## config.mk

```make
export PLATFORM = sky130hd
export DESIGN_NAME = pfpu_sched
export DESIGN_NICKNAME = d
export VERILOG_FILES = /design/src/rtl/pfpu_pkg.sv /design/src/rtl/pfpu_sched_fifo.sv /design/src/rtl/pfpu_sched.sv
export SDC_FILE = /design/constraint.sdc
export NUM_CORES = 1
export LEC_CHECK = 0
export CAP_MARGIN = 30
export CORE_UTILIZATION = 24
export CTS_CLUSTER_DIAMETER = 80
export DETAILED_ROUTE_END_ITERATION = 6
export SLEW_MARGIN = 20
export SYNTH_ARGS = -nofsm -noshare
export SYNTH_HDL_FRONTEND = slang
export SYNTH_SLANG_ARGS = --single-unit
```

## constraint.sdc

```tcl
create_clock -name sys_clk -period 2.55 [get_ports sys_clk]
set_input_delay 0.255 -clock sys_clk [delete_from_list [all_inputs] [get_ports sys_clk]]
set_output_delay 0.255 -clock sys_clk [all_outputs]
set_load 0.005 [all_outputs]
```

## src/rtl/pfpu_pkg.sv

```systemverilog
// Shared types for the PFPU job scheduler: FSM state encoding and job descriptor layout.
package pfpu_pkg;

    localparam int DMA_W  = 29;
    localparam int MESH_W = 7;
    localparam int PAGE_W = 2;
    localparam int DESC_W = DMA_W + 2 * MESH_W + PAGE_W;

    typedef enum logic [1:0] {
        IDLE  = 2'd0,
        ISSUE = 2'd1,
        WAIT  = 2'd2,
        RUN   = 2'd3
    } sched_state_t;

endpackage

```

## src/rtl/pfpu_sched_fifo.sv

```systemverilog
// Synchronous job descriptor FIFO; flush empties it and takes priority over push and pop.
module pfpu_sched_fifo
    import pfpu_pkg::*;
#(
    parameter int DEPTH = 4
) (
    input  logic                     clk,
    input  logic                     rst_n,
    input  logic                     push,
    input  logic                     pop,
    input  logic                     flush,
    input  logic [DESC_W-1:0]        din,
    output logic [DESC_W-1:0]        dout,
    output logic                     full,
    output logic                     empty,
    output logic [$clog2(DEPTH):0]   level
);

    localparam int AW = $clog2(DEPTH);

    logic [DESC_W-1:0] mem [DEPTH];
    logic [AW-1:0]     wr_ptr;
    logic [AW-1:0]     rd_ptr;
    logic              push_ok;
    logic              pop_ok;

    // full is the registered level, so a push into a full queue is dropped even when a pop happens
    assign full    = (level == (AW+1)'(DEPTH));
    assign empty   = (level == '0);
    assign push_ok = push && !full;
    assign pop_ok  = pop && !empty;
    assign dout    = mem[rd_ptr];

    always_ff @(posedge clk or negedge rst_n) begin
        if (!rst_n) begin
            wr_ptr <= '0;
            rd_ptr <= '0;
            level  <= '0;
        end else if (flush) begin
            wr_ptr <= '0;
            rd_ptr <= '0;
            level  <= '0;
        end else begin
            if (push_ok) wr_ptr <= wr_ptr + AW'(1);
            if (pop_ok)  rd_ptr <= rd_ptr + AW'(1);
            case ({push_ok, pop_ok})
                2'b10:   level <= level + (AW+1)'(1);
                2'b01:   level <= level - (AW+1)'(1);
                default: level <= level;
            endcase
        end
    end

    always_ff @(posedge clk) begin
        if (push_ok) mem[wr_ptr] <= din;
    end

endmodule

```

## src/rtl/pfpu_sched.sv

```systemverilog
// PFPU job scheduler: queues job descriptors and dispatches them one at a time to the PFPU,
// watching for a busy handshake timeout and counting completed jobs.
module pfpu_sched
    import pfpu_pkg::*;
#(
    parameter int          DEPTH       = 4,
    parameter int          TIMEOUT     = 16,
    parameter logic [15:0] DONE_PRESET = 16'h0000
) (
    input  logic                    sys_clk,
    input  logic                    sys_rst_n,
    input  logic                    enable,
    input  logic                    flush,
    input  logic                    job_we,
    input  logic [DMA_W-1:0]        job_dma_base,
    input  logic [MESH_W-1:0]       job_hmesh_last,
    input  logic [MESH_W-1:0]       job_vmesh_last,
    input  logic [PAGE_W-1:0]       job_cp_page,
    output logic                    job_full,
    output logic [$clog2(DEPTH):0]  job_level,
    output logic                    start,
    input  logic                    busy,
    output logic [DMA_W-1:0]        dma_base,
    output logic [MESH_W-1:0]       hmesh_last,
    output logic [MESH_W-1:0]       vmesh_last,
    output logic [PAGE_W-1:0]       cp_page,
    output logic                    job_done,
    output logic [15:0]             done_count,
    output logic                    err_timeout,
    output logic                    overflow,
    output logic                    sched_busy
);

    localparam int            TW         = $clog2(TIMEOUT) + 1;
    localparam logic [TW-1:0] TIMER_LAST = TW'(TIMEOUT - 1);

    sched_state_t      state;
    sched_state_t      next_state;
    logic              pop;
    logic              fifo_empty;
    logic [DESC_W-1:0] head;
    logic [TW-1:0]     timer;

    pfpu_sched_fifo #(.DEPTH(DEPTH)) u_fifo (
        .clk   (sys_clk),
        .rst_n (sys_rst_n),
        .push  (job_we),
        .pop   (pop),
        .flush (flush),
        .din   ({job_dma_base, job_hmesh_last, job_vmesh_last, job_cp_page}),
        .dout  (head),
        .full  (job_full),
        .empty (fifo_empty),
        .level (job_level)
    );

    always_ff @(posedge sys_clk or negedge sys_rst_n) begin
        if (!sys_rst_n) state <= IDLE;
        else            state <= next_state;
    end

    always_comb begin
        next_state = state;
        case (state)
            IDLE:    if (enable && !fifo_empty) next_state = ISSUE;
            ISSUE:   next_state = WAIT;
            WAIT: begin
                if (busy)                     next_state = RUN;
                else if (timer == TIMER_LAST) next_state = IDLE;
            end
            RUN:     if (!busy) next_state = IDLE;
            default: next_state = IDLE;
        endcase
    end

    // A busy arriving on the last allowed WAIT cycle still wins over the timeout
    always_comb begin
        pop         = (state == IDLE) && enable && !fifo_empty;
        start       = (state == ISSUE);
        err_timeout = (state == WAIT) && !busy && (timer == TIMER_LAST);
        job_done    = (state == RUN) && !busy;
        sched_busy  = (state != IDLE);
    end

    always_ff @(posedge sys_clk or negedge sys_rst_n) begin
        if (!sys_rst_n) begin
            dma_base   <= '0;
            hmesh_last <= '0;
            vmesh_last <= '0;
            cp_page    <= '0;
        end else if (pop) begin
            {dma_base, hmesh_last, vmesh_last, cp_page} <= head;
        end
    end

    always_ff @(posedge sys_clk or negedge sys_rst_n) begin
        if (!sys_rst_n) begin
            timer      <= '0;
            done_count <= DONE_PRESET;
            overflow   <= 1'b0;
        end else begin
            if (state == ISSUE)     timer <= '0;
            else if (state == WAIT) timer <= timer + TW'(1);
            if (job_done)           done_count <= done_count + 16'd1;
            if (job_we && job_full) overflow <= 1'b1;
        end
    end

endmodule

```

* Word level (Yosys, flattened, before mapping)
Memories as Yosys holds them, arrays and structs flattened. A register that Yosys moved wholly into a read port is not among the register bits. Index checks and enable logic that the tools add are counted.
Word-level totals: register bits after elaboration 31, bits in writable memories 180, bits of input ports 51, output and inout bits 70, logic and storage cells 60, memories kept 1
Memories:
- u_fifo.mem | depth 4, width 45, rd ports 1, clocked after Yosys merged registers in 1, wr ports 1, line pfpu_sched_fifo.sv:21 | logic [DESC_W-1:0] mem [DEPTH];
Operators by class: add/subtract/negate cells 6, eq/ne operators 10, mux-type cells 15, reductions and logical operators 21
Operators by type and width (count):
- $add A16 B1 Y16 const B | 1
- $mux W2 | 8
- $mux W5 | 2
- $logic_and A1 B1 Y1 | 9
- $pmux W2 S4 | 1
- $reduce_bool A2 Y1 | 4
- $eq A2 B2 Y1 const B | 3
- $pmux W3 S2 | 1
- $add A5 B1 Y5 const B | 1
- $eq A5 B4 Y1 const B | 1
- $add A2 B1 Y2 const B | 2
- $eq A2 B1 Y1 const B | 2
- $logic_not A1 Y1 | 4
- $ne A2 B2 Y1 const B | 2
- $add A3 B1 Y3 const B | 1
- $eq A3 B3 Y1 const B | 1
- $logic_not A3 Y1 | 1
- $mux W3 | 1
- $ne A3 B2 Y1 const B | 1
- $reduce_and A3 Y1 | 1
- $reduce_bool A3 Y1 | 1
- $sub A3 B1 Y3 const B | 1
- $logic_not A2 Y1 | 1
- $mux W1 | 2

* Longest topological paths before layout
Gate-level depths: netlist (run 1).
word-level depth 7, mapped depth 8, mapped depth without buffers 8

* Cells and area by module
Synthesis (run 1) repeated with hierarchy kept, for this count alone.
Second synthesis, totals: cells, all modules 505, area, all modules 9958.3 um2
Modules (own cells, without submodules):
- pfpu_sched_fifo | instances 1, cells an instance 296, area an instance 7064.3 um2, sequential area each 5580.4 um2
- pfpu_sched | instances 1, cells an instance 209, area an instance 2894.0 um2, sequential area each 1726.7 um2

* Worst setup path after synthesis (run 1)
Ideal clock, no wire load.
path kind register to register, start point register u_fifo.level[2], end point memory u_fifo.mem[1][0] (netlist bit), enable pin, library setup time 0.407 ns, arrival time 1.904 ns, data required time 2.143 ns, slack 0.239 ns, stages on the path, launching flop included 4, buffers on the path 1, clock period less this slack 2.311 ns, path through dfrtp_1 > or3b_1 > buf_6 > and3_1
On the way: longest elaborated chain between the ends 5
RTL lines:
- start: declaration | line pfpu_sched_fifo.sv:16 | output logic [$clog2(DEPTH):0] level
- start signal: assignment | line pfpu_sched_fifo.sv:47 | 2'b10: level <= level + (AW+1)'(1);
- start signal: assignment | line pfpu_sched_fifo.sv:48 | 2'b01: level <= level - (AW+1)'(1);
- start signal: assignment | line pfpu_sched_fifo.sv:49 | default: level <= level;
- $eq A3 B3 Y1 | line pfpu_sched_fifo.sv:28 | assign full = (level == (AW+1)'(DEPTH));
- $logic_not A1 Y1 | line pfpu_sched_fifo.sv:30 | assign push_ok = push && !full;
- $logic_and A1 B1 Y1 | line pfpu_sched_fifo.sv:30
- $mux W1 | line pfpu_sched_fifo.sv:55 | if (push_ok) mem[wr_ptr] <= din;
- $mux W1 (not written as such) | line pfpu_sched_fifo.sv:55
- end: declaration | line pfpu_sched_fifo.sv:21
No other way between the ends.

* Worst setup path in the final report (run 1)
start point register u_fifo.level[2], end point output port job_full
On the way: longest elaborated chain between the ends 1
RTL lines:
- $eq A3 B3 Y1 | line pfpu_sched_fifo.sv:28
- end: declaration | line pfpu_sched.sv:19 | output logic job_full,
No other way between the ends.

==> tab_implementation.tex, run 1 <==
\begin{tabular}{lr}
\hline
Metric & Value \\
\hline
\multicolumn{2}{l}{\textbf{STA}} \\
Number of setup violations in the final report & 0 \\
Slew Viols, Final & 0 \\
Maximum clock frequency & 414 MHz \\
Final setup skew & 0.0249 ns \\
Fin crit share & 0.948 \\
Sum of negative setup slack & 0 ns \\
Post-layout min period & between 2 and 2.5 ns \\
Max-Slew Margin vs Limit & 0.544 \\
Number of failing hold endpoints at the final stage & 0 \\
Unrepaired setup endpoints after global routing & no \\
Pin slew with the least headroom to its limit & a little under 0.7 ns \\
\multicolumn{2}{l}{\textbf{Power}} \\
Total leakage power & about 0.0045 uW \\
IR drop worst, VDD & around 0.00054 V \\
Internal power component & $\sim$9400 uW \\
Combinational fraction of design power & 0.224 \\
Cell area power density & around 990 nW/um\^{}2 \\
Total power & around 13000 uW \\
Net switching fraction of the power & 0.250 \\
Seq pwr share & 0.449 \\
P\_sw & $\sim$3100 uW \\
Proportion of power drawn by the clock network & 0.328 \\
\multicolumn{2}{l}{\textbf{Placement}} \\
Final GP Congestion & between 0.7 and 0.8 \\
Input/output buffers & 120 \\
Post-DP HPWL & 11.5 mm \\
\multicolumn{2}{l}{\textbf{Flow run}} \\
Number of max-capacitance violations reported & 0 \\
\multicolumn{2}{l}{\textbf{Logic synthesis}} \\
Syn Inst Count & 493 \\
Mean post-synth cell area & around 20 um\^{}2 \\
Post-Synthesis Net Count & roughly 560 \\
Number of distinct library cells after synthesis & 40 \\
Syn. warnings & 0 \\
Synth Cell Area & 9830 um\^{}2 \\
Total of flip-flops plus latches after synthesis & roughly 260 \\
Register area share after synthesis & 0.744 \\
\multicolumn{2}{l}{\textbf{CTS}} \\
Latest clock arrival within the worst-skew pair & 0.56 ns \\
Maximum buffer depth of the clock tree & 3 \\
Cell at the root of the clock tree & sky130\_fd\_sc\_hd\_\_clkbuf\_16 \\
H-tree depth reported by CTS & 1 \\
Clock tree sinks & 256 \\
TritonCTS clock tree & built \\
Clock slew seen by the registers of the worst setup and hold paths & around 0.06 ns \\
Number of buffers added by the clock tree synthesis step & 30 \\
\multicolumn{2}{l}{\textbf{Critical path}} \\
Arrival time of data at the critical path endpoint & roughly 2.2 ns \\
Critical path launch point type & flop \\
Type of destination of the critical path & output port \\
Worst Path Class, Setup & reg -> out \\
Reg2Reg Depth & 5 \\
R2R setup slack & 0.41 ns \\
Critical Path Fanout Max & 9 \\
Required time at the worst-slack endpoint & 2.30 ns \\
Worst r2r src & u\_fifo.level[1]\$\_DFFE\_PN0P\_ \\
Crit path from & u\_fifo.level[2]\$\_DFFE\_PN0P\_ \\
Reg2Reg Capture Point & u\_fifo.level[2]\$\_DFFE\_PN0P\_ \\
\multicolumn{2}{l}{\textbf{Detailed routing}} \\
Via density & 4.15 \\
Final routed wirelength across all metal layers & 20.6 mm \\
Drc violations & 0 \\
Initial DRC Count & 198 \\
Average detailed-routed wire length per instance & between 15 and 20 um \\
Detail Route Antenna Nets & 0 \\
Detailed-route via count & a little under 5000 \\
Number of iterations in the first detailed-routing pass & 4 \\
\multicolumn{2}{l}{\textbf{Floorplan}} \\
DIE AREA & 41800 um\^{}2 \\
Die Span X & roughly 200 um \\
Number of rows in the core area & between 70 and 80 \\
Die Y & about 200 um \\
Initial standard-cell utilization of the core & 0.245 \\
Count of boundary I/O pins & between 100 and 150 \\
Core Area & about 40000 um\^{}2 \\
\multicolumn{2}{l}{\textbf{Finish}} \\
Net total in the final layout & 700 \\
Share of layout cells above drive strength 1 & 0.236 \\
Top library cells by usage in the layout, fill and taps aside & sky130\_fd\_sc\_hd\_\_edfxtp\_1 (180), sky130\_fd\_sc\_hd\_\_clkdlybuf4s50\_1 (118), sky130\_fd\_sc\_hd\_\_dfrtp\_1 (74) \\
Commonest non-fill, non-tap cell in the layout & sky130\_fd\_sc\_hd\_\_edfxtp\_1 \\
Layout-stage area growth over the synthesis result & 29.7\% \\
\multicolumn{2}{l}{\textbf{Outcome}} \\
Outcome & finished clean \\
\multicolumn{2}{l}{\textbf{Min path}} \\
Hold/Removal Path Class & in -> async \\
\multicolumn{2}{l}{\textbf{GRT}} \\
Global-route wire length before repair & 31.5 mm \\
Total congestion overflow after global routing & 0 \\
Initial antenna violation count & 2 \\
Maximum number of pins on one net before global-route repair & between 40 and 50 \\
Number of global-route vias before repair & 5243 \\
GRT Resource Usage Total & 0.101 \\
\hline
\end{tabular}
[worst max-delay path, stage by stage, from the launching register on]
cell and delay [ns]:
sky130_fd_sc_hd__dfrtp_1 0.51, sky130_fd_sc_hd__or3b_4 0.49, sky130_fd_sc_hd__inv_1 0.12, sky130_fd_sc_hd__clkdlybuf4s50_1 0.50
[final cells by class]
class                           count  area (um^2)
Antenna cell                        1         2.50
Clock buffer                       40          798
Clock inverter                     13          145
Fill cell                        3868        27300
Inverter                           13         48.8
Multi-Input combinational cell    204         2390
Sequential cell                   256         7310
Tap cell                          525          657
Timing Repair Buffer              131         1400
[metal layers]
layer  up-vias  share of wire  global-route usage
met2       123           0.46               0.160
met3        42          0.062              0.0317
li1       2207              -                   -
met1      2532           0.45               0.133
met5         -         0.0012                   0
met4         4          0.025              0.0272
[registers in the layout, indices dropped and copies added (netlist names)]
| register | flops |
|---|---|
| hmesh_last | 7 |
| u_fifo.mem | 180 |
| vmesh_last | 7 |
| u_fifo.wr_ptr | 2 |
| overflow | 1 |
| u_fifo.rd_ptr | 2 |
| u_fifo.level | 3 |
| state | 2 |
| timer | 5 |
| done_count | 16 |
| dma_base | 29 |
| cp_page | 2 |
[cells by family after synthesis]
kind of cell / after synthesis / share of synthesized area
AND/OR/NAND/NOR: 61 / 0.0337
buffers and inverters: 33 / 0.0146
adder cells (fa/ha/maj): 13 / 0.0173
XOR/XNOR: 18 / 0.0160
flip-flops: 256 / 0.744
multiplexers: 96 / 0.162
AO/OA/AOI/OAI: 16 / 0.0130
[Yosys cell counts, drive strengths merged]
cell type,count,share of area
nand2,11,0.0042
buf,12,0.0066
o311ai,1,0.0027
nor2,14,0.0053
nand2b,4,0.0025
nand3,7,0.0036
o21bai,1,0.00076
mux2i,2,0.0020
nand3b,2,0.0015
ha,12,0.015
fa,1,0.0020
mux2,49,0.057
or4b,1,0.0010
nor3b,2,0.0015
o21ai,4,0.0020
a21o,1,0.00076
nor2b,4,0.0028
edfxtp,180,0.55
nand4b,1,0.00089
nand4,3,0.0019
nor3,3,0.0015
and4b,1,0.0010
clkbuf,8,0.0031
dfrtp,76,0.19
mux4,45,0.10
a221oi,1,0.00089
o22ai,2,0.0013
o2111ai,1,0.00089
and3,5,0.0032
xor2,8,0.0071
and4,2,0.0018
or3b,1,0.00089
inv,13,0.0050
a21oi,5,0.0037
xnor2,10,0.0089
[metrics by stage]
| step | hold WS (ns) | worst slack, ns | utilization | std cells | area (um^2) |
|---|---|---|---|---|---|
| floorplan | -0.0406 | 0.239 | - | 493 | 9830 |
| global placement | 0.334 | 0.446 | 0.294 | 1127 | 11800 |
| detailed placement | 0.332 | 0.367 | 0.294 | 1127 | 11800 |
| CTS | 0.275 | 0.0727 | 0.318 | 1181 | 12700 |
| global route | 0.307 | 0.0248 | 0.318 | 1182 | 12700 |
| finish | 0.288 | 0.133 | 0.318 | 1183 | 12700 |
[power groups by stage]
stage          combinational, uW  sequential (uW)  clock [uW]
6_report                    2810             5640        4120
2_1_floorplan               1410             5630           0
5_1_grt                     3100             5750        4420
3_3_place_gp                2830             5720           0
4_1_cts                     2880             5670        4280
3_5_place_dp                2870             5730           0
[timing repair]
item,in CTS,in global routing
hold buffers,1,0
endpoints found under the setup margin,1,1
resized for setup,1,2
hold endpoints to repair,40,0
setup buffers,0,1
[worst max-delay path by stage]
stage | cells after the start | end | slack, ns
final | 3 | job_full | 0.13
after global routing | 3 | job_full | 0.02
after CTS | 3 | job_full | 0.07
after detailed placement | 5 | u_fifo.level[2]$_DFFE_PN0P_ | 0.37
after global placement | 6 | u_fifo.level[2]$_DFFE_PN0P_ | 0.45
after floorplan | 3 | u_fifo.mem[1][0]$_DFFE_PP_ | 0.24
Power figures use the tool's default switching activity.
==> run 2, diff against run 1 <==
--- a/config.mk
+++ b/config.mk
@@ -9,6 +9,8 @@
 export CORE_UTILIZATION = 24
 export CTS_CLUSTER_DIAMETER = 80
 export DETAILED_ROUTE_END_ITERATION = 6
+export MAX_ROUTING_LAYER = met4
+export SKIP_CTS_REPAIR_TIMING = 1
 export SLEW_MARGIN = 20
 export SYNTH_ARGS = -nofsm -noshare
 export SYNTH_HDL_FRONTEND = slang
==> run 2 against run 1 <==
Against the previous run: clock power hardly changed; worst hold slack worse by 0.00093 ns; non-clock buffer count did not move; die area stayed put; combinational power barely moved; worst setup slack better by 0.0014 ns; via count shrank 0.33%; clock-buffer cell count is the same; sequential power about the same; sequential cell count unchanged; routed wire length fell by 0.11%; fmax about the same; critical endpoint unchanged; largest cell class unchanged.
==> tab_implementation.tex, run 2 (synthesized netlist as in run 1, its figures left out) <==
\begin{tabular}{lr}
\hline
Metric & Value \\
\hline
\multicolumn{2}{l}{\textbf{Finish}} \\
Final std cell area, no fill & $\sim$13000 um\^{}2 \\
Number of flip-flops under the largest register name & 180 \\
\# fillers & 3870 \\
Commonest non-fill, non-tap cell in the layout & sky130\_fd\_sc\_hd\_\_edfxtp\_1 \\
Register with the most flip-flops & u\_fifo.mem \\
Top library cells by usage in the layout, fill and taps aside & sky130\_fd\_sc\_hd\_\_edfxtp\_1 (180), sky130\_fd\_sc\_hd\_\_clkdlybuf4s50\_1 (118), sky130\_fd\_sc\_hd\_\_dfrtp\_1 (74) \\
Net total in the final layout & 700 \\
Share of layout cells above drive strength 1 & 0.236 \\
Largest regs & u\_fifo.mem (180), dma\_base (29), done\_count (16) \\
Layout-stage area growth over the synthesis result & 29.8\% \\
\multicolumn{2}{l}{\textbf{GRT}} \\
Maximum number of pins on one net before global-route repair & just under 50 \\
Global-route wire length before repair & between 30 and 40 mm \\
GRT Resource Usage Total & 0.104 \\
Number of global-route vias before repair & roughly 5200 \\
Total congestion overflow after global routing & 0 \\
Initial antenna violation count & 2 \\
\multicolumn{2}{l}{\textbf{Power}} \\
IR drop worst, VDD & between 0.0005 and 0.0006 V \\
Total leakage power & $\sim$0.0045 uW \\
Cell area power density & roughly 1000 nW/um\^{}2 \\
\multicolumn{2}{l}{\textbf{STA}} \\
Post-route worst setup slack & around 0.13 ns \\
Final setup skew & between 0.02 and 0.025 ns \\
Maximum clock frequency & 414 MHz \\
Pin slew with the least headroom to its limit & approximately 0.69 ns \\
Sum of negative setup slack & 0 ns \\
Number of setup violations in the final report & 0 \\
Unrepaired setup endpoints after global routing & no \\
Fin crit share & 0.947 \\
Post-layout min period & about 2.4 ns \\
Max-Slew Margin vs Limit & 0.542 \\
Slew Viols, Final & 0 \\
Number of failing hold endpoints at the final stage & 0 \\
\multicolumn{2}{l}{\textbf{Placement}} \\
Worst setup timing slack at the placement stage & around 0.37 ns \\
Post-DP HPWL & $\sim$11 mm \\
Input/output buffers & between 100 and 150 \\
Final GP Congestion & between 0.7 and 0.8 \\
DP Area & 11800 um\^{}2 \\
\multicolumn{2}{l}{\textbf{Critical path}} \\
Required time at the worst-slack endpoint & 2.30 ns \\
Type of destination of the critical path & output port \\
Cell-by-cell trace of the critical path & or3b\_4, inv\_1, clkdlybuf4s50\_1 \\
Worst path max stage delay & between 0.5 and 0.6 ns \\
Buf+Inv Stages, Crit Path & 2 \\
Family with the most delay on the worst path & buffers and inverters \\
Worst Path Class, Setup & reg -> out \\
Worst path slowest cell & sky130\_fd\_sc\_hd\_\_dfrtp\_1 \\
Arrival time of data at the critical path endpoint & between 2 and 2.5 ns \\
Critical Path Fanout Max & 9 \\
Critical path launch point type & flop \\
\multicolumn{2}{l}{\textbf{Detailed routing}} \\
Detailed-route via count & a little under 5000 \\
Number of iterations in the first detailed-routing pass & 4 \\
Drc violations & 0 \\
Initial DRC Count & about 180 \\
Final routed wirelength across all metal layers & just over 20 mm \\
Average detailed-routed wire length per instance & around 17 um \\
Via density & slightly above 4 \\
Detail Route Antenna Nets & 0 \\
\multicolumn{2}{l}{\textbf{Flow run}} \\
Number of max-capacitance violations reported & 0 \\
\multicolumn{2}{l}{\textbf{CTS}} \\
Latest clock arrival within the worst-skew pair & 0.56 ns \\
Clock slew seen by the registers of the worst setup and hold paths & roughly 0.060 ns \\
TritonCTS clock tree & built \\
Clock tree sinks & roughly 260 \\
H-tree depth reported by CTS & 1 \\
Number of buffers added by the clock tree synthesis step & 30 \\
Maximum buffer depth of the clock tree & 3 \\
Cell at the root of the clock tree & sky130\_fd\_sc\_hd\_\_clkbuf\_16 \\
\multicolumn{2}{l}{\textbf{Min path}} \\
Hold/Removal Path Class & in -> async \\
\multicolumn{2}{l}{\textbf{Floorplan}} \\
Count of boundary I/O pins & 121 \\
Initial standard-cell utilization of the core & 0.245 \\
Number of rows in the core area & 73 \\
Core Area & approximately 40000 um\^{}2 \\
DIE AREA & between 40000 and 50000 um\^{}2 \\
Die Y & 204 um \\
Die Span X & 204 um \\
\multicolumn{2}{l}{\textbf{Outcome}} \\
Outcome & finished clean \\
\hline
\end{tabular}
run 2: changes by cell type in the layout (fill, tap and decap cells not counted), sizes merged:
cell	delta
diode	+2
run 2: metrics by stage:
stage                     cells  hold WS [ns]  power [uW]   util
final                      1185         0.287       12600  0.318
after detailed placement   1127         0.332        8600  0.294
after CTS                  1180        -0.274       12800  0.317
after floorplan             493       -0.0406        7030      -
after global routing       1184         0.305       13300  0.318
after global placement     1127         0.334        8550  0.294
run 2: cell type report:
type / count / area (um^2) / area share
sequential: 256 / 7310 / 0.573
antenna: 3 / 7.51 / 0.000589
multi-input combinational: 204 / 2390 / 0.187
clock inverter: 13 / 145 / 0.0114
inverter: 13 / 48.8 / 0.00383
tap: 525 / 657 / 0.0515
clock buffer: 40 / 798 / 0.0626
timing repair buffer: 131 / 1400 / 0.110
run 2: metal layers:
| metal | track usage | wire, um | part of all wire |
|---|---|---|---|
| met4 | 0.0272 | 481 | 0.023 |
| met5 | - | 0 | 0 |
| met3 | 0.0313 | 1230 | 0.060 |
| met1 | 0.134 | 9370 | 0.46 |
| met2 | 0.159 | 9480 | 0.46 |
run 2: power by group:
part	switching (uW)	internal, uW	leakage, uW
Sequential	433	5210	0.00259
Combinational	1070	1740	0.00141
Clock	1640	2480	0.000460
run 2: final timing paths:
kind                                             start  cells after the start                          end  slack (ns)
max                        u_fifo.level[2]$_DFFE_PN0P_                      3                     job_full        0.13
min                                          sys_rst_n                      2    hmesh_last[2]$_DFFE_PN0P_        0.29
max reg2reg                u_fifo.level[1]$_DFFE_PN0P_                      5  u_fifo.level[2]$_DFFE_PN0P_        0.41
min reg2reg                       overflow$_DFFE_PN0P_                      1         overflow$_DFFE_PN0P_        0.45
max in group asynchronous                    sys_rst_n                      3     dma_base[11]$_DFFE_PN0P_        1.55
min in group sys_clk                 job_hmesh_last[0]                      1   u_fifo.mem[0][9]$_DFFE_PP_        0.32
